===== src/rtl/mem_port_pkg.sv =====
// Shared types for the memory port front end: the request/response beat,
// the channel-index type and the largest supported channel count.
package mem_port_pkg;

  localparam int MEM_PORT_MAX_CH   = 8;
  localparam int MEM_PORT_CH_IDX_W = $clog2(MEM_PORT_MAX_CH);
  localparam int MEM_PORT_ID_W     = 16;

  // Wide enough to name any channel up to the maximum supported count.
  typedef logic [MEM_PORT_CH_IDX_W-1:0] ch_idx_t;

  // One beat on any request or response port; access_id carries the channel tag.
  typedef struct packed {
    logic                     vld;
    logic                     we;
    logic [31:0]              addr;
    logic [31:0]              data;
    logic [MEM_PORT_ID_W-1:0] access_id;
  } request_t;

  // Channel that follows cur, wrapping from num_ch-1 back to channel 0.
  function automatic ch_idx_t ch_wrap_inc(input ch_idx_t cur, input int num_ch);
    if (int'(cur) >= num_ch - 1) return '0;
    return cur + ch_idx_t'(1);
  endfunction

endpackage


===== src/rtl/mem_port_arb.sv =====
// Request arbiter for mem_port_router: eligibility vector in, one-hot grant out.
// Build option: define MEM_PORT_RR_ARB_EN for round-robin arbitration with an
// internal pointer; left undefined, the lowest-index eligible channel wins and
// no pointer state exists (the clock/reset ports are only present with it).
module mem_port_arb
  import mem_port_pkg::*;
#(
  parameter int NUM_CH = 2
) (
`ifdef MEM_PORT_RR_ARB_EN
  input  logic              clk,
  input  logic              reset,
`endif
  input  logic              enable,
  input  logic [NUM_CH-1:0] elig,
  output logic [NUM_CH-1:0] grant
);

  // Keeps only the lowest set bit of v.
  function automatic logic [NUM_CH-1:0] pick_lowest(input logic [NUM_CH-1:0] v);
    logic [NUM_CH-1:0] r;
    r = '0;
    for (int i = 0; i < NUM_CH; i++) begin
      if (v[i] && (r == '0)) r[i] = 1'b1;
    end
    return r;
  endfunction

`ifdef MEM_PORT_RR_ARB_EN
  ch_idx_t           rr_ptr;
  ch_idx_t           gnt_idx;
  logic [NUM_CH-1:0] upper;

  // Prefer channels above the last winner; fall back to the lowest eligible one,
  // which is the same as searching from rr_ptr+1 with wrap-around.
  always_comb begin
    upper   = '0;
    grant   = '0;
    gnt_idx = rr_ptr;
    for (int i = 0; i < NUM_CH; i++) begin
      upper[i] = elig[i] && (i > int'(rr_ptr));
    end
    if (enable) begin
      grant = pick_lowest((upper != '0) ? upper : elig);
    end
    for (int i = 0; i < NUM_CH; i++) begin
      if (grant[i]) gnt_idx = ch_idx_t'(i);
    end
  end

  // Remember the winner; the pointer only moves when something is granted.
  always_ff @(posedge clk or negedge reset) begin
    if (!reset) begin
      rr_ptr <= ch_idx_t'(NUM_CH - 1);
    end else if (grant != '0) begin
      rr_ptr <= gnt_idx;
    end
  end
`else
  // Fixed priority: channel 0 always wins when it is eligible.
  always_comb begin
    grant = '0;
    if (enable) begin
      grant = pick_lowest(elig);
    end
  end
`endif

endmodule


===== src/rtl/mem_port_router.sv =====
// Per-core memory port front end. Arbitrates NUM_CH requestor channels onto one
// registered memory request slot, tracks outstanding requests per channel and
// routes memory responses back using the channel field inside access_id.
// reset is asynchronous and active-low.
// Build option: MEM_PORT_RR_ARB_EN selects round-robin arbitration in
// mem_port_arb; without it arbitration is fixed priority (channel 0 highest).
module mem_port_router
  import mem_port_pkg::*;
#(
  parameter int NUM_CH          = 2,
  parameter int CH_ID_LSB       = 6,
  parameter int MAX_OUTSTANDING = 64
) (
  input  logic              clk,
  input  logic              reset,
  input  request_t          ch_req [NUM_CH],
  output logic [NUM_CH-1:0] grant,
  output request_t          ch_rsp [NUM_CH],
  output request_t          mem_req,
  input  logic              mem_req_ready,
  input  request_t          mem_rsp,
  output logic              route_err
);

  localparam int CH_W  = (NUM_CH > 2) ? $clog2(NUM_CH) : 1;
  localparam int CNT_W = $clog2(MAX_OUTSTANDING + 1);
  localparam logic [CNT_W-1:0] CNT_MAX = CNT_W'(MAX_OUTSTANDING);
  localparam logic [CNT_W-1:0] CNT_ONE = CNT_W'(1);

  logic [CNT_W-1:0]  out_cnt [NUM_CH];
  logic              slot_free;
  logic              arb_en;
  logic [NUM_CH-1:0] elig;
  logic [NUM_CH-1:0] cnt_zero;
  logic [NUM_CH-1:0] rsp_hit;
  logic [CH_W-1:0]   rsp_field;
  logic              rsp_bad;
  logic              zero_hit;
  request_t          next_req;

  // The slot can take a new request when it is empty or being drained this cycle;
  // no grant is ever issued while reset is held.
  assign slot_free = !mem_req.vld || mem_req_ready;
  assign arb_en    = slot_free && reset;
  assign rsp_field = mem_rsp.access_id[CH_ID_LSB +: CH_W];

  // Per-channel eligibility and response decode.
  always_comb begin
    elig     = '0;
    cnt_zero = '0;
    rsp_hit  = '0;
    for (int i = 0; i < NUM_CH; i++) begin
      cnt_zero[i] = (out_cnt[i] == '0);
      elig[i]     = ch_req[i].vld && (out_cnt[i] < CNT_MAX);
      rsp_hit[i]  = mem_rsp.vld && (rsp_field == CH_W'(i));
    end
    rsp_bad  = mem_rsp.vld && (rsp_hit == '0);
    zero_hit = (rsp_hit & cnt_zero) != '0;
  end

  // Select the granted channel's request without a variable array index.
  always_comb begin
    next_req = '0;
    for (int i = 0; i < NUM_CH; i++) begin
      if (grant[i]) next_req = ch_req[i];
    end
  end

  mem_port_arb #(
    .NUM_CH (NUM_CH)
  ) u_arb (
`ifdef MEM_PORT_RR_ARB_EN
    .clk    (clk),
    .reset  (reset),
`endif
    .enable (arb_en),
    .elig   (elig),
    .grant  (grant)
  );

  // Output slot: load on grant, empty when free with no winner, hold under backpressure.
  always_ff @(posedge clk or negedge reset) begin
    if (!reset) begin
      mem_req <= '0;
    end else if (slot_free) begin
      if (grant != '0) begin
        mem_req <= next_req;
      end else begin
        mem_req.vld <= 1'b0;
      end
    end
  end

  // Outstanding counters: +1 on grant, -1 on a routed response, both cancel,
  // and a response to an idle channel leaves the counter at zero.
  always_ff @(posedge clk or negedge reset) begin
    if (!reset) begin
      for (int i = 0; i < NUM_CH; i++) out_cnt[i] <= '0;
    end else begin
      for (int i = 0; i < NUM_CH; i++) begin
        if (grant[i] && !rsp_hit[i]) begin
          out_cnt[i] <= out_cnt[i] + CNT_ONE;
        end else if (!grant[i] && rsp_hit[i] && !cnt_zero[i]) begin
          out_cnt[i] <= out_cnt[i] - CNT_ONE;
        end
      end
    end
  end

  // Response routing: the addressed channel gets the beat, every other valid drops.
  always_ff @(posedge clk or negedge reset) begin
    if (!reset) begin
      for (int i = 0; i < NUM_CH; i++) ch_rsp[i] <= '0;
    end else begin
      for (int i = 0; i < NUM_CH; i++) begin
        if (rsp_hit[i]) begin
          ch_rsp[i] <= mem_rsp;
        end else begin
          ch_rsp[i].vld <= 1'b0;
        end
      end
    end
  end

  // Sticky error for unroutable responses or responses with nothing outstanding.
  always_ff @(posedge clk or negedge reset) begin
    if (!reset) begin
      route_err <= 1'b0;
    end else if (rsp_bad || zero_hit) begin
      route_err <= 1'b1;
    end
  end

endmodule


===== config.mk =====
export PLATFORM = sky130hd
export DESIGN_NAME = mem_port_router
export DESIGN_NICKNAME = d
export VERILOG_FILES = /design/src/rtl/mem_port_pkg.sv /design/src/rtl/mem_port_arb.sv /design/src/rtl/mem_port_router.sv
export SDC_FILE = /design/constraint.sdc
export NUM_CORES = 1
export LEC_CHECK = 0
export BUFFER_PORTS_ARGS = -buffer_cell sky130_fd_sc_hd__buf_4
export CAP_MARGIN = 0
export CORE_AREA = 4 4 191 193
export CTS_CLUSTER_DIAMETER = 60
export DETAILED_ROUTE_END_ITERATION = 8
export DIE_AREA = 0 0 195 197
export PLACE_DENSITY = 0.57
export SETUP_SLACK_MARGIN = 0.4
export SLEW_MARGIN = 0
export SYNTH_ARGS = -nofsm -noshare
export SYNTH_HDL_FRONTEND = slang
export SYNTH_HIERARCHICAL = 1
export SYNTH_SLANG_ARGS = --single-unit

===== constraint.sdc =====
create_clock -name clk -period 3.06 [get_ports clk]
set_clock_uncertainty 0.2 [all_clocks]
set_input_delay 0.612 -clock clk [delete_from_list [all_inputs] [get_ports clk]]
set_output_delay 0.612 -clock clk [all_outputs]
set_load 0.01 [all_outputs]

==> impl_summary.txt, run 1 <==
----------------------------------------------------
[Clock tree]
  Clock tree sinks ... 261
  Clock latency reported for the late side of the worst-skew pair ... 500 ps
  CTS Buf Count ... 34
  Buffer depth of the longest clock path ... 3
  Clock tree from TritonCTS ... yes
  CTS H-Tree Depth ... 2
  Clock slew at the register clock pins of the worst setup and hold paths ... roughly 50 ps
  Clk Tree Root Cell ... sky130_fd_sc_hd__clkbuf_16

[Placement]
  Cells after DPL ... 1897
  RePlAce Congestion ... slightly above 0.8
  Post-detailed-placement half-perimeter wirelength ... around 27000 um
  Count of port buffers added during placement ... 497

[STA]
  Post-layout minimum cycle time ... 2580 ps
  Tightest Pin Transition ... approximately 900 ps
  Number of setup violations in the final report ... 0
  Rel. slew slack ... 40.1%
  Setup tns final ... 0 ps
  Fraction of the cycle the final worst path needs ... between 80% and 90%
  Max Clock Freq ... around 0.39 GHz
  Hold slack ... ~34 ps
  Slew Viols, Final ... 0
  Unrepaired setup endpoints after global routing ... true
  Final hold vios ... 0

[Synthesis]
  Number of synthesized register bits ... 261
  Asr flop ratio synth ... between 90% and 100%
  Unique cell type count in the Yosys netlist ... 38
  Synthesis Warnings ... 6
  Post-synthesis area per instance ... approximately 11 um2
  Proportion of synthesized chip area in sequential cells ... 61.0%
  Cell area after synthesis ... roughly 0.011 mm2
  Count of flip-flops with a built-in enable after synthesis ... 0
  Syn Nets ... 1251
  Main flop type after synthesis ... sky130_fd_sc_hd__dfrtp_1
  Synthesized instance count ... 989

[Finish]
  Final antenna diode count ... 0
  P&R area growth vs syn ... 51.9%
  Area taken by multi-input logic gates ... around 0.0040 mm2
  Area used by sequential logic in the layout ... 0.00653 mm2
  End-of-flow core utilization ... between 40% and 50%
  Filler Cells Inserted ... about 3200
  Total Nets Final ... about 1700
  Share of layout cells above drive strength 1 ... between 40% and 50%
  Finished Layout Cells ... approximately 2000

[Routing]
  Mean routed wirelength per cell ... about 19 um
  Highest metal layer with signal wires ... met5
  Count of TritonRoute iterations in the first routing pass ... 4
  Final ANT Viol Nets ... 0
  Met3 Wirelength ... between 3000 and 4000 um
  DRC violations left ... 0
  Total routed wire length on the met1 layer ... 14300 um
  Met2 WL post-DR ... roughly 19000 um
  Via/cell ratio ... 4.68
  DRC violation total after the first TritonRoute iteration ... between 300 and 400
  Number of vias after detailed routing ... 9161
  Wire length reported by the detailed router ... 37600 um

[Power and ir drop]
  Maximum resistive drop on vdd ... roughly 0.00044 V
  Relative contribution of sequential cells to total power ... between 30% and 40%
  Switching power of the nets ... 4.43 mW
  Internal Pwr Total ... approximately 9.0 mW
  Total chip power ... 13.5 mW
  Switching fraction of total power ... 32.9%
  Power density over the cells ... 828 mW/mm2
  Part of the total power dissipated in combinational logic ... 35.1%
  Leakage power of the design ... approximately 8.0 nW
  Share of power burned in the clock network ... around 28%

[Global route]
  First-pass GRT wire length ... 57300 um
  Total routing usage reported by global routing ... between 10% and 20%
  Pin count of the biggest net entering global routing ... ~130
  Gr ovfl total ... 0
  Number of global-route vias before repair ... between 9000 and 10000
  Number of antenna violations at the first check in global routing ... 1

[Floorplanning]
  Cell Rows ... 68
  Total I/O pin count ... about 500
  Floorplan Core Area ... about 0.035 mm2
  Die Footprint ... 0.0384 mm2
  Effective utilization at floorplan ... about 31%
  Width of the chip ... 195 um
  Vertical extent of the die ... 197 um

[Outcome]
  Outcome ... finished, final reports clean

[Worst setup path]
  Crit path launch type ... register
  Maximum fanout along the worst path ... 7
  Crit path required time ... around 3300 ps
  FF-to-FF Start ... mem_req[81]
  Cell occurring most often along the worst timing path ... sky130_fd_sc_hd__nor2b_2
  Slowest-stage cell, CP ... sky130_fd_sc_hd__dfrtp_1
  Category of the most critical setup path ... register to register
  Critical Path Start ... mem_req[81]
  Critical path's largest stage delay ... 370 ps
  Crit end category ... register
  Cells along the critical path ... nor2b_4 > nor2b_2 > and3b_2 > nand2_4 > ha_4 > nor2b_2 > o31a_1 > o311a_1 > a31oi_1 > xnor2_1
  Arr. time, crit path ... 2790 ps

[Hold path]
  Path class of the lowest-slack min-delay path ... input port to async pin

[Flow run]
  Max-capacitance violation count ... 0

----------------------------------------------------
==> metal layers <==
metal	vias up	GRT usage [%]
met5	-	0
met4	2	4.22
met3	53	7.76
met2	373	32.4
met1	4381	22.0
li1	4352	-
==> cell usage after synthesis (all sizes together), types with 2 or more instances <==
library cell / count / area share, %
o21bai: 4 / 0.28
nor2b: 6 / 0.35
clkbuf: 45 / 1.6
inv: 6 / 0.21
o21ai: 5 / 0.23
dfrtp: 261 / 61
a22oi: 80 / 5.6
buf: 17 / 0.77
nand2: 245 / 8.6
ha: 11 / 1.3
fa: 2 / 0.37
o31ai: 2 / 0.23
a21oi: 93 / 4.3
or4: 3 / 0.25
nor2: 89 / 3.1
mux2: 86 / 9.0
nand2b: 2 / 0.12
a21o: 3 / 0.21
and2: 2 / 0.13
a211oi: 3 / 0.21
xor2: 4 / 0.33
xnor2: 7 / 0.57
nor4: 3 / 0.46
==> cells in the final DEF (no fill, tap or decap), drive strengths merged, types with 2 or more instances in the layout <==
cell type and count:
clkinv 2, nor4 3, nor2 89, o21ai 5, nor2b 6, nand2 245
a22oi 80, buf 518, o21bai 4, o31ai 2, ha 11, dfrtp 261
clkinvlp 3, fa 2, clkbuf 50, xor2 4, a211oi 3, or4 3
a21o 3, nand2b 2, bufbuf 2, a21oi 93, and2 2, mux2 86
inv 8, xnor2 7
==> power groups by stage <==
stage	logic [mW]	registers, mW	clock network (mW)
2_1_floorplan	1.83	5.39	0
3_3_place_gp	4.67	5.02	0
3_5_place_dp	4.75	5.06	0
4_1_cts	4.82	5.02	3.87
5_1_grt	5.21	5.14	4.04
6_report	4.72	5.01	3.73
==> state kept, by name, summed over array words and instances, names as in the netlist <==
register / flops
ch_rsp: 164
mem_req: 82
out_cnt: 14
route_err: 1
==> final cells by class <==
class | instances | share of cell area (%)
flip-flops and latches | 261 | 40.1
clock inverters | 7 | 0.308
inverters | 6 | 0.138
repair buffers | 520 | 25.2
clock buffers | 50 | 6.16
well taps | 455 | 3.50
multi-input cells | 660 | 24.5
==> path summary, 6_finish.rpt <==
check	to	slack, ps	cells after the start
max in group asynchronous	mem_req[52]	1200	3
min in group clk	ch_rsp[92]	110	3
setup reg to reg	out_cnt[6]	480	10
hold reg to reg	ch_rsp[6]	270	1
setup / recovery	out_cnt[6]	480	10
hold / removal	ch_rsp[3]	30	2
==> stage by stage <==
| stage | setup slack [ps] | instance area (um2) |
|---|---|---|
| floorplan | 388 | 10700 |
| global placement | 179 | 15100 |
| detailed placement | 123 | 15100 |
| CTS | 422 | 16200 |
| global route | 343 | 16300 |
| finish | 479 | 16300 |
==> cells by family (layout without fill, tap and decap cells) <==
| logic type | after synthesis | in the layout | synth area share (%) |
|---|---|---|---|
| and+or+nand+nor | 353 | 353 | 13.2 |
| DFF | 261 | 261 | 61.0 |
| AOI/OAI and AO/OA | 196 | 196 | 11.6 |
| muxes | 87 | 87 | 9.13 |
| buffers and inverters | 68 | 583 | 2.56 |
| adders and majority gates | 13 | 13 | 1.66 |
| xor gates and xnor gates | 11 | 11 | 0.899 |
==> critical path: cells and delay by family, from the launching register on <==
| kind | cells | cell delay (ps) |
|---|---|---|
| XOR/XNOR | 1 | 130 |
| adder cells (fa/ha/maj) | 1 | 240 |
| AND/OR/NAND/NOR | 5 | 800 |
| AO/OA/AOI/OAI | 3 | 760 |
| flip-flops | 1 | 370 |
==> timing repair <==
action	4_1_cts	5_1_grt
gates resized for setup	3	5
hold buffers	0	0
gates cloned	2	0
setup buffers	2	1
endpoints found under the setup margin	2	6
pin swaps	1	2
No activity file was read; power rests on OpenSTA's default activity.
==> inputs of run 2 (changes only) <==
ABC_AREA = 1   (was unset)
CORE_AREA = 4 4 194 196   (was 4 4 191 193)
DIE_AREA = 0 0 198 200   (was 0 0 195 197)
PLACE_DENSITY = 0.56   (was 0.57)
clock period = 2.6 ns   (was 3.06 ns; I/O delays follow)
==> run 2 against run 1 <==
Effect of this change:
- highest routed layer is now met4
- synthesized area increased by 2.9%
- first-iteration DRC count increased by 5.9%
- final area increased by 4.1%
- sequential cell count unchanged
- power increased by 23%
- clock power increased by 26%
- global-route usage about the same
- die area increased by 3.1%
- register-to-register slack got worse by 70 ps
- critical path depth decreased by 3
- the run now ends with hold timing left
- routed wire length increased by 7.2%
==> impl_summary.txt, run 2 <==
----------------------------------------------------
[STA]
  Post-layout minimum cycle time ... about 2200 ps
  Hold slack ... -90.8 ps (-125 ps)
  Number of setup violations in the final report ... 0 (unchanged)
  Setup tns final ... 0 ps (unchanged)
  Tightest Pin Transition ... 924 ps (+24.5 ps)
  Rel. slew slack ... 38.4% (-1.6 points)
  Fraction of the cycle the final worst path needs ... 86.5%
  Unrepaired setup endpoints after global routing ... true
  Max Clock Freq ... about 0.44 GHz
  Final hold vios ... 83 (+83)
  Slew Viols, Final ... 0 (unchanged)

[Synthesis]
  Number of synthesized register bits ... 261 (unchanged)
  Area share of the largest cell type after synthesis ... 59.3% (-1.7 points)
  Proportion of synthesized chip area in sequential cells ... 59.3% (-1.7 points)
  Dominant combinational cell family by area after synthesis ... simple AND/OR/NAND/NOR gates
  Most used standard cell by instance count after synthesis ... sky130_fd_sc_hd__nand2_1
  Cell area after synthesis ... 0.0110 mm2 (+2.9%)
  Area share of fa/ha/maj cells after synthesis ... 1.61% (-0.047 points)
  Multiplexer share of the synthesized area ... 0% (-9.1 points)
  Main flop type after synthesis ... sky130_fd_sc_hd__dfrtp_1
  Top cells by area, synth ... sky130_fd_sc_hd__dfrtp_1 59%, sky130_fd_sc_hd__nand2_1 11%, sky130_fd_sc_hd__o21ai_0 7.3%
  Count of flip-flops with a built-in enable after synthesis ... 0 (unchanged)
  Asr flop ratio synth ... 100% (unchanged)
  Simple-gate area share of the yosys netlist ... 19.6% (+6.4 points)
  Post-synthesis share of cell area spent on xor and xnor gates ... 0.318% (-0.58 points)
  Synth Area in Compound Gates ... 12.5% (+0.85 points)
  Synthesis Warnings ... 6 (unchanged)
  Cell type with the largest total area after synthesis ... sky130_fd_sc_hd__dfrtp_1
  Post-synthesis area per instance ... 8.87 um2 (-18%)
  Leading post-synthesis cells by instance count ... 309 x sky130_fd_sc_hd__nand2_1, 261 x sky130_fd_sc_hd__dfrtp_1, 161 x sky130_fd_sc_hd__o21ai_0
  Unique cell type count in the Yosys netlist ... 24 (-37%)
  Syn Nets ... 1505 (+20%)
  Synthesized instance count ... 1243 (+26%)

[Finish]
  Area used by sequential logic in the layout ... 0.00653 mm2 (unchanged)
  Final antenna diode count ... 0 (unchanged)
  Filler Cells Inserted ... 3496 (+7.6%)
  Most frequent cells in the layout ... 516 x sky130_fd_sc_hd__buf_4, 298 x sky130_fd_sc_hd__nand2_1, 261 x sky130_fd_sc_hd__dfrtp_1
  Share of layout cells above drive strength 1 ... 36.0% (-8.9 points)
  Most common cell after layout, fill and taps aside ... sky130_fd_sc_hd__buf_4
  Area taken by multi-input logic gates ... 0.00396 mm2 (-0.60%)
  Reg with most FFs ... ch_rsp
  Post-route cell area ... 0.0169 mm2 (+4.1%)
  Flip-flop count of the largest register after layout ... 164 (unchanged)
  Biggest regs ... ch_rsp x164, mem_req x82, out_cnt x14
  Total Nets Final ... 2003 (+15%)
  P&R area growth vs syn ... 53.7%

[Routing]
  Final ANT Viol Nets ... 0 (unchanged)
  DRC violation total after the first TritonRoute iteration ... 411 (+5.9%)
  Number of vias after detailed routing ... 10400 (+13%)
  Mean routed wirelength per cell ... 18.1 um (-5.9%)
  DRC violations left ... 0 (unchanged)
  Wire length reported by the detailed router ... 40300 um (+7.2%)
  Via/cell ratio ... 4.66 (-0.40%)
  Count of TritonRoute iterations in the first routing pass ... 5 (+1)

[Clock tree]
  Clock slew at the register clock pins of the worst setup and hold paths ... 50 ps (about the same)
  CTS Buf Count ... 34 (unchanged)
  CTS H-Tree Depth ... 2 (unchanged)
  Clock tree from TritonCTS ... yes
  Clock latency reported for the late side of the worst-skew pair ... 510 ps (about the same)
  Clock tree sinks ... 261 (unchanged)
  Buffer depth of the longest clock path ... 3 (unchanged)
  Clk Tree Root Cell ... sky130_fd_sc_hd__clkbuf_16

[Placement]
  Count of port buffers added during placement ... 497 (unchanged)
  Post-detailed-placement half-perimeter wirelength ... 28900 um (+5.6%)
  Post-Place Cell Area ... 0.0154 mm2 (+2.0%)
  RePlAce Congestion ... 0.865 (+5.7%)

[Global route]
  Number of global-route vias before repair ... 10100 (+3.2%)
  Gr ovfl total ... 0 (unchanged)
  Number of antenna violations at the first check in global routing ... 0 (-1)
  Total routing usage reported by global routing ... 18.8% (+0.037 points)
  First-pass GRT wire length ... 58900 um (+2.8%)
  Pin count of the biggest net entering global routing ... 146 (+15%)

[Outcome]
  Outcome ... finished with violations
  Violated checks ... hold timing

[Worst setup path]
  Category of the most critical setup path ... register to output pin
  Crit path launch type ... register
  Arr. time, crit path ... 1530 ps (-1260 ps)
  Crit end category ... output pin
  Crit path required time ... 1880 ps (-1390 ps)
  Maximum fanout along the worst path ... 2 (-5)

[Flow run]
  Max-capacitance violation count ... 0 (unchanged)

[Power and ir drop]
  Leakage power of the design ... 8.45 nW (+6.3%)
  Maximum resistive drop on vdd ... 0.000513 V (+18%)
  Power density over the cells ... 976 mW/mm2 (+18%)

[Hold path]
  Path class of the lowest-slack min-delay path ... input port to async pin

[Floorplanning]
  Total I/O pin count ... 498 (unchanged)
  Width of the chip ... 198 um (+1.5%)
  Floorplan Core Area ... 0.0361 mm2 (+4.5%)
  Vertical extent of the die ... 200 um (+1.5%)
  Die Footprint ... 0.0396 mm2 (+3.1%)
  Cell Rows ... 70 (+2.9%)
  Effective utilization at floorplan ... 30.5% (-0.46 points)

----------------------------------------------------
==> run 2: cell types whose count changed in the layout (fill, tap and decap cells not counted), moves of 10 or more <==
cell	change
sky130_fd_sc_hd__o21ai_0	+156
sky130_fd_sc_hd__nand3_1	+104
sky130_fd_sc_hd__inv_1	+95
sky130_fd_sc_hd__a21oi_1	-88
sky130_fd_sc_hd__mux2_2	-86
sky130_fd_sc_hd__a22oi_1	-80
sky130_fd_sc_hd__a31oi_1	+80
sky130_fd_sc_hd__nand2_1	+56
sky130_fd_sc_hd__buf_4	+10
==> run 2: power breakdown <==
part / switching [mW] / total [mW] / internal, mW
registers: 0.683 / 5.84 / 5.15
logic: 3.11 / 6.00 / 2.89
clock network: 1.77 / 4.70 / 2.94
total: 5.55 / 16.5 / 11.0
==> run 2: metrics by stage <==
step / utilization [%] / power (mW) / worst slack [ps] / instances / hold slack, ps
6_report: 46.9 / 16.5 / 351 / 2232 / -90.8
2_1_floorplan: - / 8.60 / 367 / 1243 / 24.4
3_3_place_gp: 42.7 / 11.5 / 200 / 2147 / 265
5_1_grt: 46.9 / 17.6 / 262 / 2232 / -45.8
4_1_cts: 46.0 / 16.4 / 329 / 2211 / -34.7
3_5_place_dp: 42.7 / 11.6 / 172 / 2147 / 260
==> run 2: cell type report <==
| cell class | count | area share (%) |
|---|---|---|
| multi-input combinational | 799 | 23.4 |
| inverter | 105 | 2.36 |
| sequential | 261 | 38.6 |
| clock inverter | 8 | 0.606 |
| tap | 468 | 3.46 |
| timing repair buffer | 540 | 25.6 |
| clock buffer | 51 | 6.07 |
==> run 2: final timing paths <==
check	from	to	slack, ps	cells after the start
worst min register to register	route_err	route_err	270	2
worst min-delay path	reset	ch_rsp[59]	-90	2
worst max-delay path	mem_req[81]	grant[1]	350	7
min in group clk	ch_req[81]	mem_req[81]	50	3
worst max register to register	mem_req[81]	out_cnt[5]	410	13
max in group asynchronous	reset	ch_rsp[134]	1020	3
==> run 2: routing by layer <==
layer | global-route usage (%) | vias up | routed length, um
met4 | 7.37 | 0 | 1610
met1 | 24.1 | 4851 | 15900
li1 | - | 5060 | -
met3 | 7.02 | 72 | 4040
met5 | 0 | - | 0
met2 | 29.1 | 413 | 18800
==> run 2: kinds of logic (layout without fill, tap and decap cells) <==
| kind of cell | after synthesis | after routing |
|---|---|---|
| adder cells (fa/ha/maj) | 13 | 13 |
| flip-flops | 261 | 261 |
| AO/OA/AOI/OAI | 252 | 252 |
| buffers and inverters | 185 | 704 |
| AND/OR/NAND/NOR | 528 | 530 |
| XOR/XNOR | 4 | 4 |
==> run 2: critical path: stages, from the launching register on <==
cell	delay, ps
sky130_fd_sc_hd__dfrtp_1	390
sky130_fd_sc_hd__inv_2	70
sky130_fd_sc_hd__nor2_4	40
sky130_fd_sc_hd__nor2_4	100
sky130_fd_sc_hd__nand2_2	70
sky130_fd_sc_hd__nor2_4	130
sky130_fd_sc_hd__buf_12	120
sky130_fd_sc_hd__buf_6	90
==> run 2: timing repair <==
| action | CTS | global route |
|---|---|---|
| gates resized for setup | 5 | 25 |
| setup endpoints to repair | 12 | 92 |
| hold endpoints to repair | 116 | 57 |
| setup buffers | 5 | 15 |
| pin swaps | 4 | 10 |
| gates cloned | 0 | 6 |
